$ cat src/rtl/ofs_plat_prim_fifo_lane_packer_if.sv
// FIFO-pop and wide-beat handshake bundle for the lane packer.
// The master drives FIFO head/out_ready; the slave (packer) pops and presents beats.
interface ofs_plat_prim_fifo_lane_packer_if #(
    parameter int N_DATA_BITS = 32,
    parameter int N_LANES     = 4
);
    logic [N_DATA_BITS-1:0]         in_first;
    logic                           in_last;
    logic                           in_notEmpty;
    logic                           in_deq_en;
    logic [N_LANES*N_DATA_BITS-1:0] out_data;
    logic [N_LANES-1:0]             out_mask;
    logic                           out_last;
    logic                           out_valid;
    logic                           out_ready;

    modport master (
        output in_first, in_last, in_notEmpty, out_ready,
        input  in_deq_en, out_data, out_mask, out_last, out_valid
    );

    modport slave (
        input  in_first, in_last, in_notEmpty, out_ready,
        output in_deq_en, out_data, out_mask, out_last, out_valid
    );
endinterface

$ cat src/rtl/ofs_plat_prim_fifo_lane_packer.sv
// Packs up to N_LANES narrow FIFO entries into one registered wide beat; in_last closes early.
// Optional idle timeout for partial beats: define OFS_PLAT_PRIM_FIFO_LANE_PACKER_TIMEOUT_EN.
module ofs_plat_prim_fifo_lane_packer #(
    parameter int N_DATA_BITS    = 32,
    parameter int N_LANES        = 4,
    parameter int TIMEOUT_CYCLES = 16
) (
    input  logic clk,
    input  logic reset_n,
    ofs_plat_prim_fifo_lane_packer_if.slave io
);
    localparam int LW = (N_LANES > 1) ? $clog2(N_LANES) : 1;

    typedef logic [N_LANES-1:0][N_DATA_BITS-1:0] lanes_t;

    lanes_t             stage_data_q, stage_data_d, merged_data;
    logic [N_LANES-1:0] stage_mask_q, stage_mask_d, merged_mask;
    logic [LW-1:0]      lane_idx_q, lane_idx_d;
    logic               stage_done_q, stage_done_d;
    logic               stage_last_q, stage_last_d;
    lanes_t             out_data_q, out_data_d;
    logic [N_LANES-1:0] out_mask_q, out_mask_d;
    logic               out_last_q, out_last_d;
    logic               out_valid_q, out_valid_d;

    logic out_free, pop, complete, close, close_last, timeout_fire;

`ifdef OFS_PLAT_PRIM_FIFO_LANE_PACKER_TIMEOUT_EN
    localparam int TW = $clog2(TIMEOUT_CYCLES + 1);
    logic [TW-1:0] idle_q, idle_d;
    logic          idle;

    // Fires on the TIMEOUT_CYCLES-th consecutive idle cycle with a partial stage.
    always_comb begin
        idle         = (stage_mask_q != '0) && !stage_done_q && !pop;
        timeout_fire = idle && (idle_q == TW'(TIMEOUT_CYCLES - 1));
        idle_d       = (idle && !timeout_fire) ? idle_q + TW'(1) : '0;
    end

    always_ff @(posedge clk) begin
        if (!reset_n) idle_q <= '0;
        else          idle_q <= idle_d;
    end
`else
    localparam int unused_timeout_cycles = TIMEOUT_CYCLES;
    assign timeout_fire = 1'b0;
`endif

    always_comb begin
        out_free    = !out_valid_q || io.out_ready;
        pop         = io.in_notEmpty && !stage_done_q && reset_n;
        merged_data = stage_data_q;
        merged_mask = stage_mask_q;
        if (pop) begin
            merged_data[lane_idx_q] = io.in_first;
            merged_mask[lane_idx_q] = 1'b1;
        end
        complete   = pop && ((lane_idx_q == LW'(N_LANES - 1)) || io.in_last);
        close      = complete || timeout_fire;
        close_last = complete && io.in_last;

        stage_data_d = stage_data_q;
        stage_mask_d = stage_mask_q;
        lane_idx_d   = lane_idx_q;
        stage_done_d = stage_done_q;
        stage_last_d = stage_last_q;
        out_data_d   = out_data_q;
        out_mask_d   = out_mask_q;
        out_last_d   = out_last_q;
        out_valid_d  = out_valid_q;

        if (out_valid_q && io.out_ready) out_valid_d = 1'b0;

        if (stage_done_q) begin
            // Parked beat moves out; popping resumes the following cycle.
            if (out_free) begin
                out_data_d   = stage_data_q;
                out_mask_d   = stage_mask_q;
                out_last_d   = stage_last_q;
                out_valid_d  = 1'b1;
                stage_data_d = '0;
                stage_mask_d = '0;
                lane_idx_d   = '0;
                stage_done_d = 1'b0;
                stage_last_d = 1'b0;
            end
        end else if (close) begin
            if (out_free) begin
                out_data_d   = merged_data;
                out_mask_d   = merged_mask;
                out_last_d   = close_last;
                out_valid_d  = 1'b1;
                stage_data_d = '0;
                stage_mask_d = '0;
                lane_idx_d   = '0;
            end else begin
                stage_data_d = merged_data;
                stage_mask_d = merged_mask;
                stage_last_d = close_last;
                stage_done_d = 1'b1;
            end
        end else if (pop) begin
            stage_data_d = merged_data;
            stage_mask_d = merged_mask;
            lane_idx_d   = lane_idx_q + LW'(1);
        end
    end

    always_ff @(posedge clk) begin
        if (!reset_n) begin
            stage_data_q <= '0;
            stage_mask_q <= '0;
            lane_idx_q   <= '0;
            stage_done_q <= 1'b0;
            stage_last_q <= 1'b0;
            out_data_q   <= '0;
            out_mask_q   <= '0;
            out_last_q   <= 1'b0;
            out_valid_q  <= 1'b0;
        end else begin
            stage_data_q <= stage_data_d;
            stage_mask_q <= stage_mask_d;
            lane_idx_q   <= lane_idx_d;
            stage_done_q <= stage_done_d;
            stage_last_q <= stage_last_d;
            out_data_q   <= out_data_d;
            out_mask_q   <= out_mask_d;
            out_last_q   <= out_last_d;
            out_valid_q  <= out_valid_d;
        end
    end

    assign io.in_deq_en = pop;
    assign io.out_data  = out_data_q;
    assign io.out_mask  = out_mask_q;
    assign io.out_last  = out_last_q;
    assign io.out_valid = out_valid_q;
endmodule
$ cat src/flat_wrapper.sv
// flat-port wrapper written by rule: the top's interface ports become plain ports
module ofs_plat_prim_fifo_lane_packer_flat 
#(
    parameter int N_DATA_BITS    = 32,
    parameter int N_LANES        = 4,
    parameter int TIMEOUT_CYCLES = 16
)
  (clk, reset_n, io_in_first, io_in_last, io_in_notEmpty, io_out_ready, io_in_deq_en, io_out_data, io_out_mask, io_out_last, io_out_valid);
  ofs_plat_prim_fifo_lane_packer_if #(.N_DATA_BITS(N_DATA_BITS), .N_LANES(N_LANES)) io_i ();
  input  logic clk;
  input  logic reset_n;
  input wire logic [$bits(io_i.in_first)-1:0] io_in_first;
  input wire logic [$bits(io_i.in_last)-1:0] io_in_last;
  input wire logic [$bits(io_i.in_notEmpty)-1:0] io_in_notEmpty;
  input wire logic [$bits(io_i.out_ready)-1:0] io_out_ready;
  output wire logic [$bits(io_i.in_deq_en)-1:0] io_in_deq_en;
  output wire logic [$bits(io_i.out_data)-1:0] io_out_data;
  output wire logic [$bits(io_i.out_mask)-1:0] io_out_mask;
  output wire logic [$bits(io_i.out_last)-1:0] io_out_last;
  output wire logic [$bits(io_i.out_valid)-1:0] io_out_valid;
  assign io_i.in_first = io_in_first;
  assign io_i.in_last = io_in_last;
  assign io_i.in_notEmpty = io_in_notEmpty;
  assign io_i.out_ready = io_out_ready;
  assign io_in_deq_en = io_i.in_deq_en;
  assign io_out_data = io_i.out_data;
  assign io_out_mask = io_i.out_mask;
  assign io_out_last = io_i.out_last;
  assign io_out_valid = io_i.out_valid;
  ofs_plat_prim_fifo_lane_packer #(.N_DATA_BITS(N_DATA_BITS), .N_LANES(N_LANES), .TIMEOUT_CYCLES(TIMEOUT_CYCLES)) u_core (.clk(clk), .reset_n(reset_n), .io(io_i));
endmodule
$ cat config.mk
export PLATFORM = sky130hd
export DESIGN_NAME = ofs_plat_prim_fifo_lane_packer_flat
export DESIGN_NICKNAME = d
export VERILOG_FILES = /design/src/rtl/ofs_plat_prim_fifo_lane_packer_if.sv /design/src/rtl/ofs_plat_prim_fifo_lane_packer.sv /design/src/flat_wrapper.sv
export SDC_FILE = /design/constraint.sdc
export NUM_CORES = 1
export LEC_CHECK = 0
export ABC_AREA = 0
export CELL_PAD_IN_SITES_DETAIL_PLACEMENT = 1
export CELL_PAD_IN_SITES_GLOBAL_PLACEMENT = 1
export CORE_MARGIN = 4
export CORE_UTILIZATION = 30
export DETAILED_ROUTE_END_ITERATION = 6
export HOLD_SLACK_MARGIN = 0.08
export PLACE_DENSITY_LB_ADDON = 0.15
export SYNTH_ARGS = -nofsm -noshare
export SYNTH_HDL_FRONTEND = slang
export SYNTH_SLANG_ARGS = --single-unit
$ cat constraint.sdc
create_clock -name clk -period 3.95 [get_ports clk]
set_input_delay 0.79 -clock clk [delete_from_list [all_inputs] [get_ports clk]]
set_output_delay 0.79 -clock clk [all_outputs]
set_load 0.005 [all_outputs]
Word level (Yosys, flattened, before mapping)
Index checks and enable logic that the tools add are counted.
{ "word_totals": {"ff_bits": 270, "out_inout_bits": 135, "elab_cells": 81} }
{ "op_classes": {"add_sub_neg": 1, "n_lt_le_gt_ge": 2, "eq_ne": 3, "mux": 44, "bitwise": 1, "n_reduce_logical": 15} }
{ "op_table": {"columns": ["operator", "count"], "rows": [
  ["two-way mux 128 bit", 10],
  ["bitwise mux 128 bit", 1],
  ["demux 32 bit (select 2 bit)", 1],
  ["two-way mux 4 bit", 10],
  ["two-way mux 32 bit", 1],
  ["two-way mux 1 bit", 16],
  ["two-way mux 2 bit", 4],
  ["logical AND 1 bit", 6],
  ["bitwise OR 4 bit", 1],
  ["AND reduction 2 bit", 2],
  ["less-than comparator 2 x 3 -> 1 bit, second input constant", 1],
  ["AND reduction 3 bit", 1],
  ["nonzero test 3 bit", 1],
  ["adder 2 x 1 -> 2 bit, second input constant", 1],
  ["demux 1 bit (select 2 bit)", 1],
  ["equality test 2 bit, second input constant", 1],
  [">= comparator 2 x 1 -> 1 bit, second input constant", 1],
  ["zero test 1 bit", 2],
  ["logical OR 1 bit", 2],
  ["inequality test 2 x 1 -> 1 bit, second input constant", 1],
  ["inequality test 2 bit, second input constant", 1],
  ["nonzero test 2 bit", 1]
]} }

Longest topological paths before layout
{ "depth": {"depth_word": 9, "ltp_mapped": 9, "ltp_nobuf": 7} }

Worst setup path before layout
Ideal clock, no wire load.
{ "synth_path": {"path_kind": "input -> register", "startpoint": "input port io_out_ready", "endpoint": "register u_core.stage_data_q[72] in the netlist's numbering", "setup_ns": 0.117, "arrival_ns": 2.385, "setup_slack_ns": 1.448, "stages": 9, "path_buffers": 2, "path_cell_list": "nand2b_4 inv_1 ha_1 and4bb_2 a21boi_2 and2_1 buf_2 buf_4 a22o_1"} }
{ "synth_via": {"elab_chain_cells": 4, "elab_cells_between_ends": 6, "classes_between": "eq/ne (1); mux (3); reduce/logical (2)"} }
{ "synth_rtl": {"columns": ["item", "line", "rtl"], "rows": [
  ["start: declaration", "flat_wrapper.sv:15", "input wire logic [$bits(io_i.out_ready)-1:0] io_out_ready;"],
  ["logical OR 1 bit (*)", "ofs_plat_prim_fifo_lane_packer.sv:50", "out_free = !out_valid_q || io.out_ready;"],
  ["two-way mux 128 bit", "ofs_plat_prim_fifo_lane_packer.sv:88", "if (out_free) begin"],
  ["two-way mux 128 bit", "ofs_plat_prim_fifo_lane_packer.sv:87", "end else if (close) begin"],
  ["two-way mux 128 bit", "ofs_plat_prim_fifo_lane_packer.sv:74", "if (stage_done_q) begin"],
  ["end signal: assignment", "ofs_plat_prim_fifo_lane_packer.sv:121", "stage_data_q <= stage_data_d;"],
  ["end: declaration", "ofs_plat_prim_fifo_lane_packer.sv:16", "lanes_t stage_data_q, stage_data_d, merged_data;"]
]} }
Every way passes the cells marked *; elsewhere a longest branch is shown, timed or not.
A chain may end at the register's enable or synchronous reset.

Worst setup path in the final report
{ "layout_path": {"startpoint": "input port io_in_notEmpty", "endpoint": "output port io_in_deq_en"} }
{ "layout_via": {"elab_chain_cells": 2} }
{ "layout_rtl": {"columns": ["item", "line", "rtl"], "rows": [
  ["start: declaration", "flat_wrapper.sv:14", "input wire logic [$bits(io_i.in_notEmpty)-1:0] io_in_notEmpty;"],
  ["logical AND 1 bit (2 in a row)", "ofs_plat_prim_fifo_lane_packer.sv:51", "pop = io.in_notEmpty && !stage_done_q && reset_n;"],
  ["end: declaration", "flat_wrapper.sv:16", "output wire logic [$bits(io_i.in_deq_en)-1:0] io_in_deq_en;"]
]} }
No other way between the ends.

==> results_dict.tcl <==
set metrics [dict create \
    fmax_mhz 308 \
    tightest_slew_ps 1200 \
    cts_inserted_buffers 30 \
    synthTopCellsByArea "dfxtp_1 53%, a22o_1 11%, o21ai_0 6.7%, mux2i_1 6.3%, nand2_1 5.1%" \
    crit_path_max_fanout 11 \
    cts_setup_buffers 0 \
    fin_crit_sh_pct 82.2 \
    fill_cells 3708 \
    clkTransAtPathRegs_ps 60 \
    post_cts_resize_count 0 \
    drt-total-wl_mm 31.7 \
    cpMaxStageDelayCell "clkdlybuf4s50_1" \
    finalPower_mw 6.17 \
    synth_area_um2 10100 \
    cts_root_buffer "clkbuf_16" \
    num_io_pins 172 \
    io_buffers 171 \
    drc 0 \
    synthToLayoutAreaGrowth_pct 28.9 \
    die_width_um 192 \
    synth_nets 1101 \
    endpoint_kind "output pin" \
    core_area_um2 33400 \
    ctsHoldBuffers 0 \
    crit_type "in -> out" \
    layout_commonest_cell "dfxtp_1" \
    p_leak_nw 4.54 \
    power_density_nw_per_um2 472 \
    antenna_cells 0 \
    gp_congestion 0.727 \
    crit_start "io_in_notEmpty" \
    tns_ps 0 \
    clockBufferDepth 3 \
    vias 8126 \
    layout_common_cells "270 x dfxtp_1, 170 x clkdlybuf4s50_1, 136 x nand2_1, 134 x o21ai_0, 128 x a22o_1" \
    die_h_um 192 \
    setup_viol 0 \
    slew_headroom_pct 19.4 \
    grt_pass1_vias 8452 \
    max-cap-violations 0 \
    cp.arrival_ps 2460 \
    cp.required_ps 3160 \
    r2r-start "u_core.lane_idx_q[0]" \
    final_net_count 1194 \
    clk_latency_ps 550 \
    syn_inst 1057 \
    routed_via_density 5.02 \
    row_count 67 \
    setup_ws_ps 704 \
    hold_viol 0 \
    synth_cell_types 36 \
    wire_per_inst_um 19.5 \
    slew_violations 0 \
    grt.total_usage_pct 16.9 \
    ant_nets 0 \
    overflow 0 \
    path_cells "clkdlybuf4s50_1, and3b_1, clkdlybuf4s50_1" \
    ir_drop_uv 301 \
    drt_iter0_drc 350 \
    crit_top_cell "clkdlybuf4s50_1" \
    syn_avg_cell_area_um2 9.60 \
    yosys_register_bits 270 \
    yosys.area.top_type "dfxtp_1" \
    critPathLaunchType "input pin" \
    worstHoldStart "u_core.io.out_mask[1]" \
    start_util_pct 30.3 \
    grt_start_max_net_pins 88 \
    antenna_found_initial 0 \
    pre_cts_slack_ps 525 \
    dpl.hpwl_mm 20.2 \
    firstDrtPassIters 4 \
    r2r_slack_ps 1360 \
    cts_max_level 1 \
    outcome "finished clean" \
    grt_pass1_wl_mm 50.0 \
    fin_worst_skew_ps 7.73 \
    period_needed_ps 3250 \
    synth_top_area_share_pct 53.3 \
    die_area_um2 36800 \
    drive_gt1_share_pct 7.17 \
    cts_tree "built" \
    cpPeakStageDelay_ps 610 \
    synth-seq-area-share_pct 53.3 \
    clock-sinks 270 \
    hold_class "reg -> reg" \
    yosys_warnings 0 \
    rsz0062_at_grt "no" \
]
## routing by layer
| metal | part of all wire (%) | vias to the layer above | track usage (%) |
|---|---|---|---|
| li1 | - | 3990 | - |
| met1 | 49 | 3964 | 24.1 |
| met3 | 4.2 | 39 | 2.89 |
| met4 | 1.6 | 0 | 3.01 |
| met2 | 45 | 133 | 27.1 |
| met5 | 0 | - | 0 |
## cell type report
cell class | count | area [µm²] | area share, %
sequential | 270 | 5410 | 41.4
multi-input combinational | 655 | 4190 | 32.1
timing repair buffer | 187 | 1890 | 14.5
clock buffer | 45 | 928 | 7.10
tap | 448 | 561 | 4.29
clock inverter | 9 | 72.6 | 0.555
inverter | 6 | 22.5 | 0.172
## cell families after synthesis
kind of cell	after synthesis	synth area share (%)
AOI/OAI and AO/OA	419	26.8
adders and majority gates	7	0.863
buffers and inverters	132	5.82
DFF	270	53.3
muxes	64	6.32
and+or+nand+nor	165	6.90
## worst max-delay path: cells and delay by family
family,cells,cell delay [ps]
buf+inv,2,1200
simple gates,1,460
## synthesized netlist by cell type, drive strengths merged
| cell type | n |
|---|---|
| o21ai | 142 |
| dfxtp | 270 |
| mux2i | 64 |
| o21a | 1 |
| and3b | 1 |
| and4b | 1 |
| and2 | 11 |
| ha | 7 |
| o211ai | 5 |
| a22o | 128 |
| and4bb | 1 |
| nor3b | 1 |
| a22oi | 1 |
| o211a | 2 |
| nand2b | 1 |
| a32o | 1 |
| or2 | 1 |
| nand3 | 2 |
| buf | 66 |
| inv | 6 |
| a21boi | 3 |
| a31oi | 65 |
| clkbuf | 60 |
| nor2b | 1 |
| a211oi | 1 |
| o2bb2ai | 1 |
| nor2 | 7 |
| a21oi | 69 |
| nand2 | 138 |
## stage by stage
| step | util [%] | cell area (µm²) | std cells | hold WS (ps) |
|---|---|---|---|---|
| after detailed placement | 36.1 | 12100 | 1566 | 454 |
| after global routing | 39.1 | 13100 | 1620 | 492 |
| after CTS | 39.1 | 13100 | 1620 | 461 |
| after floorplan | - | 10100 | 1057 | 437 |
| final | 39.1 | 13100 | 1620 | 455 |
| after global placement | 36.1 | 12100 | 1566 | 447 |
## state kept, by name, summed over array words and instances, names as in the netlist
signal               cells
u_core.io.out_last       1
u_core.lane_idx_q        2
u_core.stage_data_q    128
u_core.stage_last_q      1
u_core.io.out_mask       4
u_core.stage_mask_q      4
u_core.stage_done_q      1
u_core.io.out_valid      1
u_core.io.out_data     128
## path summary, 6_finish.rpt
kind / endpoint / cells after the start
worst max-delay path: io_in_deq_en / 3
worst min-delay path: u_core.io.out_mask[1] / 2
worst max register to register: u_core.stage_data_q[94] / 5
worst min register to register: u_core.io.out_mask[1] / 2
## power breakdown
| group | switching (mW) | total (mW) | internal (mW) |
|---|---|---|---|
| registers | 0.0559 | 2.87 | 2.82 |
| clock network | 1.12 | 2.79 | 1.67 |
| logic | 0.277 | 0.502 | 0.224 |
| total | 1.45 | 6.17 | 4.71 |
(Power assumes the default switching activity.)
